**src/rtl/uart_pkg.sv**
```systemverilog
// Shared UART constants and helpers for the receiver, transmitter and RX FIFO.
// Pure declarations: no logic, no latency, no flow control.
package uart_pkg;

  localparam int UART_PAYLOAD_BITS = 8;
  localparam int UART_FIFO_DEPTH   = 16;

  // Pointer width carries one extra wrap bit so full and empty are distinguishable.
  function automatic int ptr_width(input int depth);
    return $clog2(depth) + 1;
  endfunction

endpackage

```
**src/rtl/uart_fifo_mem.sv**
```systemverilog
// Simple dual-port register array: synchronous write, asynchronous read.
// Write lands at the clock edge, read is combinational; no flow control of its own.
module uart_fifo_mem #(
  parameter int WIDTH = 8,
  parameter int DEPTH = 16,
  localparam int AW   = $clog2(DEPTH)
) (
  input  logic             clk,
  input  logic             wr_en,
  input  logic [AW-1:0]    wr_addr,
  input  logic [WIDTH-1:0] wr_data,
  input  logic [AW-1:0]    rd_addr,
  output logic [WIDTH-1:0] rd_data
);

  logic [WIDTH-1:0] mem [DEPTH];

  always_ff @(posedge clk) begin
    if (wr_en) begin
      mem[wr_addr] <= wr_data;
    end
  end

  assign rd_data = mem[rd_addr];

endmodule

```
**src/rtl/uart_rx_fifo.sv**
```systemverilog
// UART RX character FIFO, first-word fall-through; entry visible one edge after in_valid.
// Full with no pop drops the character and sets sticky overflow; BREAK storage via UART_RX_FIFO_BREAK_EN.
module uart_rx_fifo
  import uart_pkg::*;
#(
  parameter int PAYLOAD_BITS = UART_PAYLOAD_BITS,
  parameter int DEPTH        = UART_FIFO_DEPTH
) (
  input  logic                         clk,
  input  logic                         reset,
  input  logic                         in_valid,
  input  logic [PAYLOAD_BITS-1:0]      in_data,
  input  logic                         in_break,
  output logic                         out_valid,
  input  logic                         out_ready,
  output logic [PAYLOAD_BITS-1:0]      out_data,
  output logic                         out_break,
  output logic [ptr_width(DEPTH)-1:0]  level,
  output logic                         full,
  output logic                         empty,
  output logic                         overflow,
  input  logic                         overflow_clr
);

  localparam int PW = ptr_width(DEPTH);
  localparam int AW = PW - 1;

`ifdef UART_RX_FIFO_BREAK_EN
  localparam int EW = PAYLOAD_BITS + 1;
`else
  localparam int EW = PAYLOAD_BITS;
`endif

  logic [PW-1:0] wr_ptr, rd_ptr, wr_ptr_nxt, rd_ptr_nxt;
  logic [EW-1:0] wr_entry, rd_entry;
  logic          storable, push, pop, drop;

`ifdef UART_RX_FIFO_BREAK_EN
  assign storable = in_valid;
  assign wr_entry = {in_break, in_data};
`else
  // Without BREAK storage a BREAK character is not data: discard it silently.
  assign storable = in_valid & ~in_break;
  assign wr_entry = in_data;
`endif

  assign pop        = ~empty & out_ready;
  assign push       = storable & (~full | pop);
  assign drop       = storable & full & ~pop;
  assign wr_ptr_nxt = wr_ptr + PW'(push);
  assign rd_ptr_nxt = rd_ptr + PW'(pop);

  // Status is computed from next-state pointers so every flag is a flop output.
  always_ff @(posedge clk) begin
    if (reset) begin
      wr_ptr   <= '0;
      rd_ptr   <= '0;
      level    <= '0;
      empty    <= 1'b1;
      full     <= 1'b0;
      overflow <= 1'b0;
    end else begin
      wr_ptr   <= wr_ptr_nxt;
      rd_ptr   <= rd_ptr_nxt;
      level    <= wr_ptr_nxt - rd_ptr_nxt;
      empty    <= (wr_ptr_nxt == rd_ptr_nxt);
      full     <= (wr_ptr_nxt[AW] != rd_ptr_nxt[AW]) &&
                  (wr_ptr_nxt[AW-1:0] == rd_ptr_nxt[AW-1:0]);
      overflow <= drop | (overflow & ~overflow_clr);
    end
  end

  uart_fifo_mem #(
    .WIDTH (EW),
    .DEPTH (DEPTH)
  ) u_mem (
    .clk     (clk),
    .wr_en   (push & ~reset),
    .wr_addr (wr_ptr[AW-1:0]),
    .wr_data (wr_entry),
    .rd_addr (rd_ptr[AW-1:0]),
    .rd_data (rd_entry)
  );

  assign out_valid = ~empty;
  assign out_data  = empty ? '0 : rd_entry[PAYLOAD_BITS-1:0];

`ifdef UART_RX_FIFO_BREAK_EN
  assign out_break = ~empty & rd_entry[PAYLOAD_BITS];
`else
  assign out_break = 1'b0;
`endif

endmodule

```
**config.mk**
```make
export PLATFORM = sky130hd
export DESIGN_NAME = uart_rx_fifo
export DESIGN_NICKNAME = d
export VERILOG_FILES = /design/src/rtl/uart_pkg.sv /design/src/rtl/uart_fifo_mem.sv /design/src/rtl/uart_rx_fifo.sv
export SDC_FILE = /design/constraint.sdc
export NUM_CORES = 1
export LEC_CHECK = 0
export BUFFER_PORTS_ARGS = -buffer_cell sky130_fd_sc_hd__clkbuf_2
export CAP_MARGIN = 40
export CORE_UTILIZATION = 60
export DETAILED_ROUTE_END_ITERATION = 10
export PLACE_DENSITY = 0.85
export SYNTH_ARGS = -nofsm -noshare
export SYNTH_HDL_FRONTEND = slang
export SYNTH_SLANG_ARGS = --single-unit
```
**constraint.sdc**
```tcl
create_clock -name clk -period 2.5 [get_ports clk]
set_input_delay 0.25 -clock clk [delete_from_list [all_inputs] [get_ports clk]]
set_output_delay 0.25 -clock clk [all_outputs]
set_load 0.01 [all_outputs]
```
Yosys cells after proc, flatten, opt, wreduce, memory -nomap -nowiden
Memories as Yosys holds them, arrays and structs flattened. A register that Yosys moved wholly into a read port is not among the register bits. Index checks and enable logic that the tools add are counted.

Input bits: 14. Bits in latches: 0. Memory bits (read-only): 0. Word-level logic and storage cells: 33. Register bits after elaboration: 18. RAM bits: 128. Memories: 1. Output and inout port bits: 18.

Multiply operators: 0. Add/subtract/negate cells: 3. Shifts and indexed selects: 0. Multiplexer cells: 4. Reduce and logical (&&, ||, !) cells: 1. Equal/unequal tests: 3. $lt $le $gt $ge: 0. Div/mod/pow operators: 0. Bitwise logic cells: 15.

Memories: u_mem.mem (words 16, width 8, rd ports 1, clocked after memory_dff 1, write ports 1, RTL line uart_fifo_mem.sv:16) `logic [WIDTH-1:0] mem [DEPTH];`.

Operators with widths (number): adder 5 x 1 -> 5 bit (2); two-way mux 8 bit (1); AND 1 bit (7); inverter 1 bit (6); == test 5 bit (1); subtractor 5 bit (1); == test 4 bit (1); two-way mux 4 bit (1); two-way mux 1 bit (2); OR 1 bit (2); logical AND 1 bit (1); inequality test 1 bit (1).

Depth between registers and ports, before layout
Word-level depth: 7. Mapped depth: 11.

Cells and area by module
A second synthesis with hierarchy kept.

Cell total of the unflattened synthesis: 310. Area, all modules: 5866.9 sq um.

By module, submodules not included: uart_fifo_mem (instances 1, sequential area each 3843.7 sq um, cells each 221, area an instance 4987.3 sq um); uart_rx_fifo (instances 1, sequential area each 360.3 sq um, cells each 89, area an instance 879.6 sq um).

Worst setup path after synthesis
No wires, ideal clock.

Kind: flip-flop to flip-flop. Start: register empty. End: register level[4]. Data required time: 2.379 ns. Cell stages (with the launch flop): 10. Library setup time: 0.121 ns. Data arrival time: 2.270 ns. Setup slack: 0.109 ns. Path through: dfxtp_1 > nand2b_1 > a21oi_1 > ha_1 > xnor3_1 > ha_1 > o21a_1 > o21ai_0 > a21oi_1 > mux2_2.

Word-level cells in the longest chain between the ends: 6. Elaborated cells between the ends (all ways): 7. Those cells by class: 3 x add/sub; 4 x bitwise.

RTL lines: from (decl) (RTL line uart_rx_fifo.sv:20) `output logic empty,`; from (signal assigned) (RTL line uart_rx_fifo.sv:66) `empty <= (wr_ptr_nxt == rd_ptr_nxt);`; inverter 1 bit * (RTL line uart_rx_fifo.sv:47) `assign pop = ~empty & out_ready;`; AND 1 bit * (RTL line uart_rx_fifo.sv:47); OR 1 bit (RTL line uart_rx_fifo.sv:48) `assign push = storable & (~full | pop);`; AND 1 bit (RTL line uart_rx_fifo.sv:48); adder 5 x 1 -> 5 bit (RTL line uart_rx_fifo.sv:50) `assign wr_ptr_nxt = wr_ptr + PW'(push);`; subtractor 5 bit * (RTL line uart_rx_fifo.sv:65) `level <= wr_ptr_nxt - rd_ptr_nxt;`; to (signal assigned) (RTL line uart_rx_fifo.sv:65); to (decl) (RTL line uart_rx_fifo.sv:18) `output logic [ptr_width(DEPTH)-1:0] level,`.

Every way passes the cells marked *; elsewhere a longest branch is shown, timed or not. A chain may end at the register's enable or synchronous reset.

==> results.md <==
* Row count at 35
* Core area at 9420 um2
* Die Y at 102 um
* RSZ-0062 raised after global routing: yes
* Worst path arrival time at 2.22 ns
* Fillcell total at 493
* Yosys reg bits at 146
* Simple-gate share of the synthesized area at 0.0427
* Hold Startpoint: in_data[0]
* Post-route cell area at 6960 um2
* Total die area at 10,300 um2
* Largest family of logic cells by synthesized area: multiplexers
* Final min period at 2.47 ns
* Reg2Reg Setup Slack at 0.05 ns
* Layout cells sized above 1 at 0.303
* Antenna violations before repair at 0
* Critical path type: reg -> out
* FF-to-FF path depth at 10
* CTS tree: done
* Clock Latency Late Sink at 0.54 ns
* Synth Area in Adders at 0.0210
* Status: finished clean
* Level count of the clock H-tree at 4
* Synth Cell Area at 5950 um2
* CP Launch Type: flip-flop
* Final setup TNS at 0 ns
* R2r startpoint: empty$_SDFF_PP1_
* I/O Buffers at 30
* First-pass GRT wire length at 18,100 um
* # setup viols final at 0
* CP max FO at 16
* Pwr dens at 804 nW/um2
* DR vias at 3,182
* Share of Yosys cell area claimed by the top area cell type at 0.646
* Post-synthesis mux area share at 0.168
* Buffer levels on the longest clock path at 2
* Nets at 391
* YS warnings at 0
* Final Skew at 0.00853 ns
* Hold/Removal Path Class: in -> reg
* Total of max-cap violations at 0
* ANT cells at 0
* Pin count of the biggest net entering global routing at 34
* Placer congestion estimate at 0.831
* Post-synthesis cell type count at 38
* Critical Path End: out_data[5]
* Crit end category: output port
* I/O pin total at 32
* Die width at 102 um
* Post-synthesis xor/xnor area fraction at 0.0170
* Clock Pin Slew Worst Setup and Hold Paths at 0.07 ns
* Clock sink count at 146
* Post-DP HPWL at 6920 um
* Peak VDD IR at 0.779 mV
* Tcrit/Tclk final at 0.989
* Post-placement cell count at 471
* Hold WS at 0.157 ns
* CP startpoint: rd_ptr[0]$_SDFF_PP0_
* Num CTS Buffers at 17
* Hold path depth at 1
* Syn Inst Count at 308
* Tot Pwr at 5.59 mW
* DR vias/cell at 6.25
* P&R area growth vs syn at 17.0%
* DRT iter0 DRCs at 391
* Critical path required time at 2.25 ns
* Cell Area, Placed at 6320 um2
* Hold Vio Cnt, Final at 0
* Initial Utilization at 0.632
* Leak at 2.39 nW
* Final WL at 12,600 um
* Non-Filler Instances at 509
* Syn Area/Cell at 19.3 um2
* Maximum clock rate at 0.405 GHz
* Total gr overflow at 0
* Vias in the first global route at 3,162
* First drt pass iteration count at 4
* Sequential share of the synthesized area at 0.706
* CTS root buf: clkbuf_8
* # DRC at 0
* Worst R2R End: level[4]$_SDFF_PP0_
* Synth area leader: edfxtp_1
* Final ANT Viol Nets at 0
* Dominant cells by area after synthesis: edfxtp_1 65%, mux4_1 13%, dfxtp_1 6.1%
* DR WL/cell at 24.7 um
* Tot GR Track Use at 0.258
* Slew Limit Fails at 0
* Post-synthesis compound-gate area fraction at 0.0206
* Syn nets at 332
==> stage by stage <==
| step | worst slack (ns) | util |
|---|---|---|
| floorplan | 0.109 | - |
| finish | 0.0281 | 0.739 |
| global placement | 0.125 | 0.671 |
| detailed placement | 0.0127 | 0.671 |
| global route | -0.0670 | 0.739 |
| CTS | -0.0406 | 0.737 |
==> flip-flops by register name, indices dropped and copies added (netlist names) <==
name       flops
overflow       1
rd_ptr         5
empty          1
wr_ptr         5
full           1
u_mem.mem    128
level          5
==> kinds of logic after synthesis <==
family | after synthesis
buffers and inverters | 23
multiplexers | 49
adder cells (fa/ha/maj) | 10
flip-flops | 146
AND/OR/NAND/NOR | 51
other | 1
AO/OA/AOI/OAI | 18
XOR/XNOR | 10
==> cell usage after synthesis <==
cell and count:
a2111oi_2 1, a211oi_1 1, a21o_1 1, a21oi_1 3, a31o_2 1, a31oi_1 1, and3_1 1, buf_1 2
buf_2 6, buf_4 2, buf_6 5, clkbuf_1 2, conb_1 1, dfxtp_1 18, edfxtp_1 128, ha_1 10
inv_1 6, mux2_2 1, mux2i_1 16, mux4_1 29, mux4_2 3, nand2_1 3, nand2b_1 6, nand3_1 5
nand3b_1 1, nand4b_1 1, nor2_1 21, nor2b_1 4, nor3_1 6, nor3b_1 1, nor4bb_1 1, o21a_1 1
o21ai_0 1, o22ai_1 8, or2_2 1, xnor2_1 4, xnor3_1 1, xor2_1 5
==> how the worst min path moves through the flow <==
stage | to | slack [ns]
after detailed placement | overflow$_SDFF_PP0_ | 0.48
final | u_mem.mem[3][0]$_DFFE_PP_ | 0.16
after floorplan | u_mem.mem[0][0]$_DFFE_PP_ | 0.35
after global placement | overflow$_SDFF_PP0_ | 0.46
after CTS | u_mem.mem[9][4]$_DFFE_PP_ | 0.13
after global routing | u_mem.mem[3][0]$_DFFE_PP_ | 0.15
==> area by class of cell <==
| class | instances | area [um2] | share of cell area |
|---|---|---|---|
| Inverter | 6 | 22.5 | 0.00324 |
| Clock inverter | 15 | 141 | 0.0203 |
| Clock buffer | 17 | 414 | 0.0595 |
| Tap cell | 129 | 161 | 0.0232 |
| Timing Repair Buffer | 57 | 412 | 0.0591 |
| Multi-Input combinational cell | 139 | 1600 | 0.230 |
| Sequential cell | 146 | 4210 | 0.605 |
==> critical path: stages (launching register included) <==
cell and delay, ns:
dfxtp_4 0.43, buf_16 0.19, mux4_1 0.57, mux2i_1 0.20, o22ai_1 0.13, clkbuf_2 0.16
==> timing repair <==
action                                  CTS  global route
hold buffers                              2             0
endpoints found under the setup margin    7             9
gates cloned                              1             1
gates resized for setup                   3            24
setup buffers                             1             1
endpoints found under the hold margin     1             0
==> power by group <==
group          switching (mW)  internal, mW
combinational           0.263         0.259
sequential             0.0244          2.68
clock                    1.10          1.27
==> layer usage <==
metal  up-vias  GRT usage  part of all wire
li1       1364          -                 -
met1      1587      0.331              0.38
met2       200      0.429              0.51
met3        31     0.0704             0.081
met4         0     0.0903             0.025
met5         -          0                 0
==> layout by cell type, fill, tap and decap left out, drive strengths merged, types with 2 or more instances in the layout <==
cell type      n
a21oi          3
buf           26
clkbuf        46
clkinv         4
clkinvlp       2
dfxtp         18
dlygate4sd3    2
edfxtp       128
ha            10
inv           15
mux2i         16
mux4          32
nand2          3
nand2b         6
nand3          5
nor2          21
nor2b          4
nor3           6
o22ai          8
xnor2          4
xor2           5
(Power assumes the default switching activity.)
